--- src/rtl/iter_multdiv_pkg.sv ---
// Shared definitions for the iterative multiply/divide unit: widths, state encoding, constants.
package iter_multdiv_pkg;

    localparam int unsigned DATA_W = 32;
    localparam int unsigned ITER   = 32;

    localparam logic [DATA_W-1:0] INT_MIN = 32'h8000_0000;

    typedef enum logic [1:0] {
        StIdle = 2'd0,
        StMult = 2'd1,
        StDiv  = 2'd2,
        StDone = 2'd3
    } state_e;

endpackage

--- src/rtl/iter_multdiv_if.sv ---
// Start/operand/result bundle between pipeline control (master) and the multdiv unit (slave).
interface iter_multdiv_if
    import iter_multdiv_pkg::*;
();

    logic              ctrl_MULT;
    logic              ctrl_DIV;
    logic [DATA_W-1:0] data_operandA;
    logic [DATA_W-1:0] data_operandB;
    logic [DATA_W-1:0] data_result;
    logic              data_exception;
    logic              data_resultRDY;
    logic              busy;

    modport master (
        output ctrl_MULT, ctrl_DIV, data_operandA, data_operandB,
        input  data_result, data_exception, data_resultRDY, busy
    );

    modport slave (
        input  ctrl_MULT, ctrl_DIV, data_operandA, data_operandB,
        output data_result, data_exception, data_resultRDY, busy
    );

endinterface

--- src/rtl/cla_adder.sv ---
// 32-bit adder built from 4-bit carry-lookahead groups with rippled group carries.
module cla_adder (
    input  logic [31:0] a_i,
    input  logic [31:0] b_i,
    input  logic        cin_i,
    output logic [31:0] sum_o,
    output logic        cout_o
);

    logic [31:0] g;
    logic [31:0] p;
    logic [32:0] c;

    // Lookahead carries inside each nibble; the nibble carry-out feeds the next group.
    always_comb begin
        g = a_i & b_i;
        p = a_i ^ b_i;
        c = '0;
        c[0] = cin_i;
        for (int grp = 0; grp < 8; grp++) begin
            c[4*grp+1] = g[4*grp] | (p[4*grp] & c[4*grp]);
            c[4*grp+2] = g[4*grp+1] | (p[4*grp+1] & g[4*grp])
                       | (p[4*grp+1] & p[4*grp] & c[4*grp]);
            c[4*grp+3] = g[4*grp+2] | (p[4*grp+2] & g[4*grp+1])
                       | (p[4*grp+2] & p[4*grp+1] & g[4*grp])
                       | (p[4*grp+2] & p[4*grp+1] & p[4*grp] & c[4*grp]);
            c[4*grp+4] = g[4*grp+3] | (p[4*grp+3] & g[4*grp+2])
                       | (p[4*grp+3] & p[4*grp+2] & g[4*grp+1])
                       | (p[4*grp+3] & p[4*grp+2] & p[4*grp+1] & g[4*grp])
                       | (p[4*grp+3] & p[4*grp+2] & p[4*grp+1] & p[4*grp] & c[4*grp]);
        end
        sum_o  = p ^ c[31:0];
        cout_o = c[32];
    end

endmodule

--- src/rtl/iter_multdiv_step.sv ---
// One combinational Booth-multiply or non-restoring-divide iteration over {acc, q, q-1}.
// Divide datapath present only when MULTDIV_DIV_EN is defined.
module iter_multdiv_step
    import iter_multdiv_pkg::*;
(
`ifdef MULTDIV_DIV_EN
    input  logic              is_div_i,
`endif
    input  logic [DATA_W-1:0] acc_i,
    input  logic [DATA_W-1:0] q_i,
    input  logic              qm1_i,
    input  logic [DATA_W-1:0] opnd_i,
    output logic [DATA_W-1:0] acc_o,
    output logic [DATA_W-1:0] q_o,
    output logic              qm1_o
);

    logic [DATA_W-1:0] add_a;
    logic [DATA_W-1:0] add_b;
    logic [DATA_W-1:0] sum;
    logic [DATA_W-1:0] res;
    logic              sub;
    logic              pass;
    logic              cout;
    logic              sign;

    // Operation select: Booth pair {q[0], q-1} for multiply, remainder sign for divide.
    always_comb begin
        add_a = acc_i;
        sub   = q_i[0] & ~qm1_i;
        pass  = (q_i[0] == qm1_i);
`ifdef MULTDIV_DIV_EN
        if (is_div_i) begin
            add_a = {acc_i[DATA_W-2:0], q_i[DATA_W-1]};
            sub   = ~acc_i[DATA_W-1];
            pass  = 1'b0;
        end
`endif
        add_b = sub ? ~opnd_i : opnd_i;
    end

    cla_adder u_adder (
        .a_i   (add_a),
        .b_i   (add_b),
        .cin_i (sub),
        .sum_o (sum),
        .cout_o(cout)
    );

    // Next register value; the multiply shift-in is the true 33-bit sign so INT_MIN works.
    always_comb begin
        res   = pass ? acc_i : sum;
        sign  = pass ? acc_i[DATA_W-1] : (add_a[DATA_W-1] ^ add_b[DATA_W-1] ^ cout);
        acc_o = {sign, res[DATA_W-1:1]};
        q_o   = {res[0], q_i[DATA_W-1:1]};
        qm1_o = q_i[0];
`ifdef MULTDIV_DIV_EN
        if (is_div_i) begin
            acc_o = sum;
            q_o   = {q_i[DATA_W-2:0], ~sum[DATA_W-1]};
            qm1_o = 1'b0;
        end
`endif
    end

endmodule

--- src/rtl/iter_multdiv.sv ---
// Multicycle signed 32-bit multiply/divide: FSM, counter, operand latches, sign fixup, exceptions.
// Define MULTDIV_DIV_EN to include the divide path; otherwise ctrl_DIV is ignored.
module iter_multdiv
    import iter_multdiv_pkg::*;
#(
    parameter int unsigned CNT_W = 6
) (
    input logic          clock,
    input logic          reset_n,
    iter_multdiv_if.slave bus
);

    localparam logic [CNT_W-1:0] LastCnt = CNT_W'(ITER - 1);

    state_e            state_q;
    logic [CNT_W-1:0]  cnt_q;
    logic [DATA_W-1:0] opnd_q, acc_q, q_q;
    logic              qm1_q;
    logic [DATA_W-1:0] result_q;
    logic              exc_q, rdy_q, busy_q;

    logic [DATA_W-1:0] acc_n, q_n;
    logic              qm1_n;
    logic [DATA_W-1:0] fin_res;
    logic              fin_exc;
    logic              start_mult, running;

    assign start_mult = bus.ctrl_MULT;

`ifdef MULTDIV_DIV_EN
    logic              neg_q, dz_q, ovf_q;
    logic              start_div, is_div;
    logic [DATA_W-1:0] abs_a, abs_b;

    assign start_div = bus.ctrl_DIV & ~bus.ctrl_MULT;
    assign is_div    = (state_q == StDiv);
    assign running   = (state_q == StMult) || is_div;
    assign abs_a     = bus.data_operandA[DATA_W-1] ? -bus.data_operandA : bus.data_operandA;
    assign abs_b     = bus.data_operandB[DATA_W-1] ? -bus.data_operandB : bus.data_operandB;
`else
    logic unused_div;

    assign unused_div = bus.ctrl_DIV;
    assign running    = (state_q == StMult);
`endif

    iter_multdiv_step u_step (
`ifdef MULTDIV_DIV_EN
        .is_div_i(is_div),
`endif
        .acc_i   (acc_q),
        .q_i     (q_q),
        .qm1_i   (qm1_q),
        .opnd_i  (opnd_q),
        .acc_o   (acc_n),
        .q_o     (q_n),
        .qm1_o   (qm1_n)
    );

    // Final result/exception from the last iteration's output, with divide sign fixup.
    always_comb begin
        fin_res = q_n;
        fin_exc = (acc_n != {DATA_W{q_n[DATA_W-1]}});
`ifdef MULTDIV_DIV_EN
        if (is_div) begin
            fin_res = dz_q ? '0 : (neg_q ? -q_n : q_n);
            fin_exc = dz_q | ovf_q;
        end
`endif
    end

    // FSM with registered outputs; a start pulse in any state restarts from iteration 0.
    always_ff @(posedge clock or negedge reset_n) begin
        if (!reset_n) begin
            state_q  <= StIdle;
            cnt_q    <= '0;
            opnd_q   <= '0;
            acc_q    <= '0;
            q_q      <= '0;
            qm1_q    <= 1'b0;
            result_q <= '0;
            exc_q    <= 1'b0;
            rdy_q    <= 1'b0;
            busy_q   <= 1'b0;
`ifdef MULTDIV_DIV_EN
            neg_q    <= 1'b0;
            dz_q     <= 1'b0;
            ovf_q    <= 1'b0;
`endif
        end else begin
            rdy_q <= 1'b0;
            if (start_mult) begin
                state_q <= StMult;
                cnt_q   <= '0;
                busy_q  <= 1'b1;
                opnd_q  <= bus.data_operandA;
                acc_q   <= '0;
                q_q     <= bus.data_operandB;
                qm1_q   <= 1'b0;
            end
`ifdef MULTDIV_DIV_EN
            else if (start_div) begin
                state_q <= StDiv;
                cnt_q   <= '0;
                busy_q  <= 1'b1;
                opnd_q  <= abs_b;
                acc_q   <= '0;
                q_q     <= abs_a;
                qm1_q   <= 1'b0;
                neg_q   <= bus.data_operandA[DATA_W-1] ^ bus.data_operandB[DATA_W-1];
                dz_q    <= (bus.data_operandB == '0);
                ovf_q   <= (bus.data_operandA == INT_MIN) && (bus.data_operandB == '1);
            end
`endif
            else if (running) begin
                acc_q <= acc_n;
                q_q   <= q_n;
                qm1_q <= qm1_n;
                cnt_q <= cnt_q + CNT_W'(1);
                if (cnt_q == LastCnt) begin
                    state_q  <= StDone;
                    busy_q   <= 1'b0;
                    rdy_q    <= 1'b1;
                    result_q <= fin_res;
                    exc_q    <= fin_exc;
                end
            end else if (state_q == StDone) begin
                state_q <= StIdle;
            end
        end
    end

    assign bus.data_result    = result_q;
    assign bus.data_exception = exc_q;
    assign bus.data_resultRDY = rdy_q;
    assign bus.busy           = busy_q;

endmodule

--- src/flat_wrapper.sv ---
// flat-port wrapper written by rule: the top's interface ports become plain ports
module iter_multdiv_flat import iter_multdiv_pkg::*;
#(
    parameter int unsigned CNT_W = 6
)
  (clock, reset_n, bus_ctrl_MULT, bus_ctrl_DIV, bus_data_operandA, bus_data_operandB, bus_data_result, bus_data_exception, bus_data_resultRDY, bus_busy);
  iter_multdiv_if bus_i ();
  input logic clock;
  input logic reset_n;
  input wire logic [$bits(bus_i.ctrl_MULT)-1:0] bus_ctrl_MULT;
  input wire logic [$bits(bus_i.ctrl_DIV)-1:0] bus_ctrl_DIV;
  input wire logic [$bits(bus_i.data_operandA)-1:0] bus_data_operandA;
  input wire logic [$bits(bus_i.data_operandB)-1:0] bus_data_operandB;
  output wire logic [$bits(bus_i.data_result)-1:0] bus_data_result;
  output wire logic [$bits(bus_i.data_exception)-1:0] bus_data_exception;
  output wire logic [$bits(bus_i.data_resultRDY)-1:0] bus_data_resultRDY;
  output wire logic [$bits(bus_i.busy)-1:0] bus_busy;
  assign bus_i.ctrl_MULT = bus_ctrl_MULT;
  assign bus_i.ctrl_DIV = bus_ctrl_DIV;
  assign bus_i.data_operandA = bus_data_operandA;
  assign bus_i.data_operandB = bus_data_operandB;
  assign bus_data_result = bus_i.data_result;
  assign bus_data_exception = bus_i.data_exception;
  assign bus_data_resultRDY = bus_i.data_resultRDY;
  assign bus_busy = bus_i.busy;
  iter_multdiv #(.CNT_W(CNT_W)) u_core (.clock(clock), .reset_n(reset_n), .bus(bus_i));
endmodule
--- config.mk ---
export PLATFORM = sky130hd
export DESIGN_NAME = iter_multdiv_flat
export DESIGN_NICKNAME = d
export VERILOG_FILES = /design/src/rtl/iter_multdiv_pkg.sv /design/src/rtl/iter_multdiv_if.sv /design/src/rtl/cla_adder.sv /design/src/rtl/iter_multdiv_step.sv /design/src/rtl/iter_multdiv.sv /design/src/flat_wrapper.sv
export SDC_FILE = /design/constraint.sdc
export NUM_CORES = 1
export LEC_CHECK = 0
export CAP_MARGIN = 20
export CORE_UTILIZATION = 50
export CTS_CLUSTER_SIZE = 20
export DETAILED_ROUTE_END_ITERATION = 16
export PLACE_DENSITY = 0.7
export SLEW_MARGIN = 20
export SYNTH_ARGS = -nofsm -noshare
export SYNTH_HDL_FRONTEND = slang
export SYNTH_HIERARCHICAL = 1
export SYNTH_SLANG_ARGS = --single-unit
--- constraint.sdc ---
create_clock -name clock -period 8.65 [get_ports clock]
set_input_delay 2.1625 -clock clock [delete_from_list [all_inputs] [get_ports clock]]
set_output_delay 2.1625 -clock clock [all_outputs]
set_load 0.005 [all_outputs]
==> flow_summary.toml <==
[run]
drv_cap = 0

[clocking]
ctsHoldBuffers = 0
cts_tree = "yes"
root_buffer = "clkbuf_16"
cts_sinks = 140
cts_setup_buffers = 0
htree_levels = 4
clock_latency_ns = 0.42
cts_buffer_depth = 2
cts.clk_slew.worst_paths_ns = 0.06
numCtsBuffers = 17
ctsResizeCount = 0

[placement]
dp.final_hpwl_um = 10940
io_buffers = 101
dp_cells = 1016
place.gp.congestion = 0.8344

[timing]
hold_viol = 0
worst_pin_slew_ns = 0.9245
setup_viol = 0
rsz0062_at_grt = "no"
setup_tns_ns = 0
period_share_pct = 60.57
relSlewSlack_pct = 38.24
finalMaxSlewViolations = 0
fmax_ghz = 0.1909
period_minus_slack_ns = 5.239
clock-skew-final_ns = 0.008792

[logic_synthesis]
synth_edf_count = 0
yosysSeqAreaShare_pct = 42.64
synth-async-reset-ratio_pct = 100.0
ys_types = 55
synthTopCellsByArea = "dfrtp_1 43%, mux2_2 9.6%, nand2_1 5.5%"
syn-instance-count = 768
syn-mean-instance-area_um2 = 10.70
yosysTopAreaCell = "dfrtp_1"
ys_warn_count = 6
synth_ff_type = "dfrtp_1"
synth.top_cell.area_share_pct = 42.64
synth_nets = 878
ys_ff_latch = 140
netlist_area_um2 = 8215

[final_layout]
drive_gt1_share_pct = 18.65
final_nets = 929
area_delta_synth_final_pct = 17.61
final_cell_mix = "140 x dfrtp_1, 120 x nand2_1, 99 x clkdlybuf4s50_1, 70 x mux2_2, 51 x a21oi_1"
final_cells = 1047
diodes = 0
final_common_cell = "dfrtp_1"

[power]
seq_power_share_pct = 32.3
p_int_w = 0.001664
p_comb_share_pct = 40.4
p_total_w = 0.002600
power_density_nw_per_um2 = 269.1
p_sw_share_pct = 36.00
clkPwrFrac_pct = 27.3
p_switching_w = 0.0009360
peakVddDrop_uv = 148.6
p_leak_nw = 4.395

[grt]
grt_pass1_vias = 5813
grt_max_degree = 77
antenna_found_initial = 0
grt_pass1_wl_um = 28230
grtUsageTotal_pct = 21.31
grt-ovfl-total = 0

[floorplanning]
die-area_um2 = 16950
design.core.area_um2 = 15940
initial_core_util_pct = 51.53
num_rows = 46
ios = 103
die_h_um = 130.2
die_x_um = 130.2

[setup_path]
cp-start-kind = "register"
worstPathRequired_ns = 8.92
worst-path-max-fanout = 21
path_class = "register to register"
endpoint_kind = "register"
critical_path_arrival_ns = 5.51

[drt]
routedWlPerCell_um = 16.15
drt_iter0_markers = 306
routed_via_density = 5.363
postRouteWirelength_um = 16910
drc = 0
drtAntennaViolNets = 0
vias = 5615
dr.pass1.iters = 5

[min_path]
hold_path.class = "register to register"

[status]
status = "finished clean"
stage by stage:
step                utilization [%]  setup WS [ns]  cell area (um2)  hold WS (ns)
global placement              56.99          3.574             9086        0.4771
floorplan                         -          4.435             8215        0.4722
finish                        60.60          3.411             9662        0.4972
global route                  60.60          3.108             9662        0.5270
detailed placement            56.99          3.454             9086        0.4896
CTS                           60.59          3.432             9659        0.5047
final timing paths:
kind                                            from                         to  slack, ns  depth (start not counted)
min                        u_core/bus.data_exception  u_core/bus.data_exception       0.50                          2
min in group asynchronous                    reset_n          u_core/opnd_q[13]       1.75                          1
max reg2reg                             u_core/qm1_q  u_core/bus.data_exception       3.41                         18
max in group asynchronous                    reset_n           u_core/acc_q[24]       5.53                          2
min reg2reg                u_core/bus.data_exception  u_core/bus.data_exception       0.50                          2
max                                     u_core/qm1_q  u_core/bus.data_exception       3.41                         18
power by group through the flow:
| stage | sequential (W) | clock [W] | combinational, W |
|---|---|---|---|
| after floorplan | 0.000824 | 0 | 0.000842 |
| after global placement | 0.000844 | 0 | 0.000982 |
| after detailed placement | 0.000851 | 0 | 0.00103 |
| after CTS | 0.000840 | 0.000730 | 0.00104 |
| after global routing | 0.000855 | 0.000757 | 0.00117 |
| final | 0.000840 | 0.000710 | 0.00105 |
sequential cells by signal (all words and copies together), names as in the netlist:
name / cells
u_core/acc_q: 32
u_core/bus.data_result: 32
u_core/opnd_q: 32
u_core/q_q: 32
u_core/cnt_q: 6
u_core/state_q: 2
u_core/bus.busy: 1
u_core/bus.data_exception: 1
u_core/bus.data_resultRDY: 1
u_core/qm1_q: 1
Yosys cell counts (2+ instances only):
| cell type | number |
|---|---|
| nor2_2 | 2 |
| buf_6 | 5 |
| xnor2_1 | 12 |
| inv_1 | 9 |
| nand2b_1 | 3 |
| a21oi_2 | 4 |
| a31oi_1 | 6 |
| nor3_1 | 8 |
| nand3_1 | 7 |
| mux2_4 | 27 |
| o21bai_1 | 3 |
| nor4_1 | 5 |
| mux2_2 | 70 |
| o21ai_0 | 38 |
| a21o_1 | 10 |
| a211oi_2 | 2 |
| mux2i_1 | 32 |
| nor2_1 | 19 |
| a21oi_1 | 51 |
| xor2_1 | 47 |
| fa_1 | 8 |
| buf_4 | 33 |
| clkbuf_1 | 21 |
| nand4_1 | 7 |
| buf_2 | 11 |
| o21ai_1 | 4 |
| dfrtp_1 | 140 |
| nand2_1 | 120 |
| ha_1 | 34 |
| buf_1 | 3 |
| nor2b_1 | 3 |
cell type report:
type	instances	area (um2)
clock inverter	12	140.1
tap	216	270.3
timing repair buffer	105	1040
clock buffer	19	432.9
multi-input combinational	545	4238
fill	1318	6281
inverter	10	37.54
sequential	140	3503
worst max-delay path, stage by stage (launching register included):
cell and delay (ns):
dfrtp_1 0.38, inv_1 0.06, ha_2 0.46, buf_4 0.44
xor2_1 0.22, ha_1 0.31, a21oi_2 0.20, o21ai_1 0.14
a2111o_1 0.44, a211oi_4 0.35, or2_2 0.20, o21ai_0 0.10
fa_1 0.39, xor2_1 0.17, mux2_2 0.30, nor4_1 0.26
a31oi_1 0.12, nor4_1 0.41, o21ai_0 0.13
layer usage:
layer	vias to the layer above	GRT usage [%]	share of wire, %
li1	2720	-	-
met1	2752	27.41	45
met2	130	34.67	48
met3	13	6.191	5.6
met4	0	6.566	1.1
met5	-	0	0
logic make-up (layout without fill, tap and decap cells):
kind of cell / count (synthesis) / in the layout / share of synthesized area (%)
flip-flops: 140 / 140 / 42.64
adder cells (fa/ha/maj): 42 / 42 / 7.128
multiplexers: 129 / 129 / 18.43
buffers and inverters: 83 / 146 / 5.924
XOR/XNOR: 60 / 60 / 6.488
AO/OA/AOI/OAI: 129 / 129 / 9.564
AND/OR/NAND/NOR: 185 / 185 / 9.824
No activity file was read; power rests on OpenSTA's default activity.
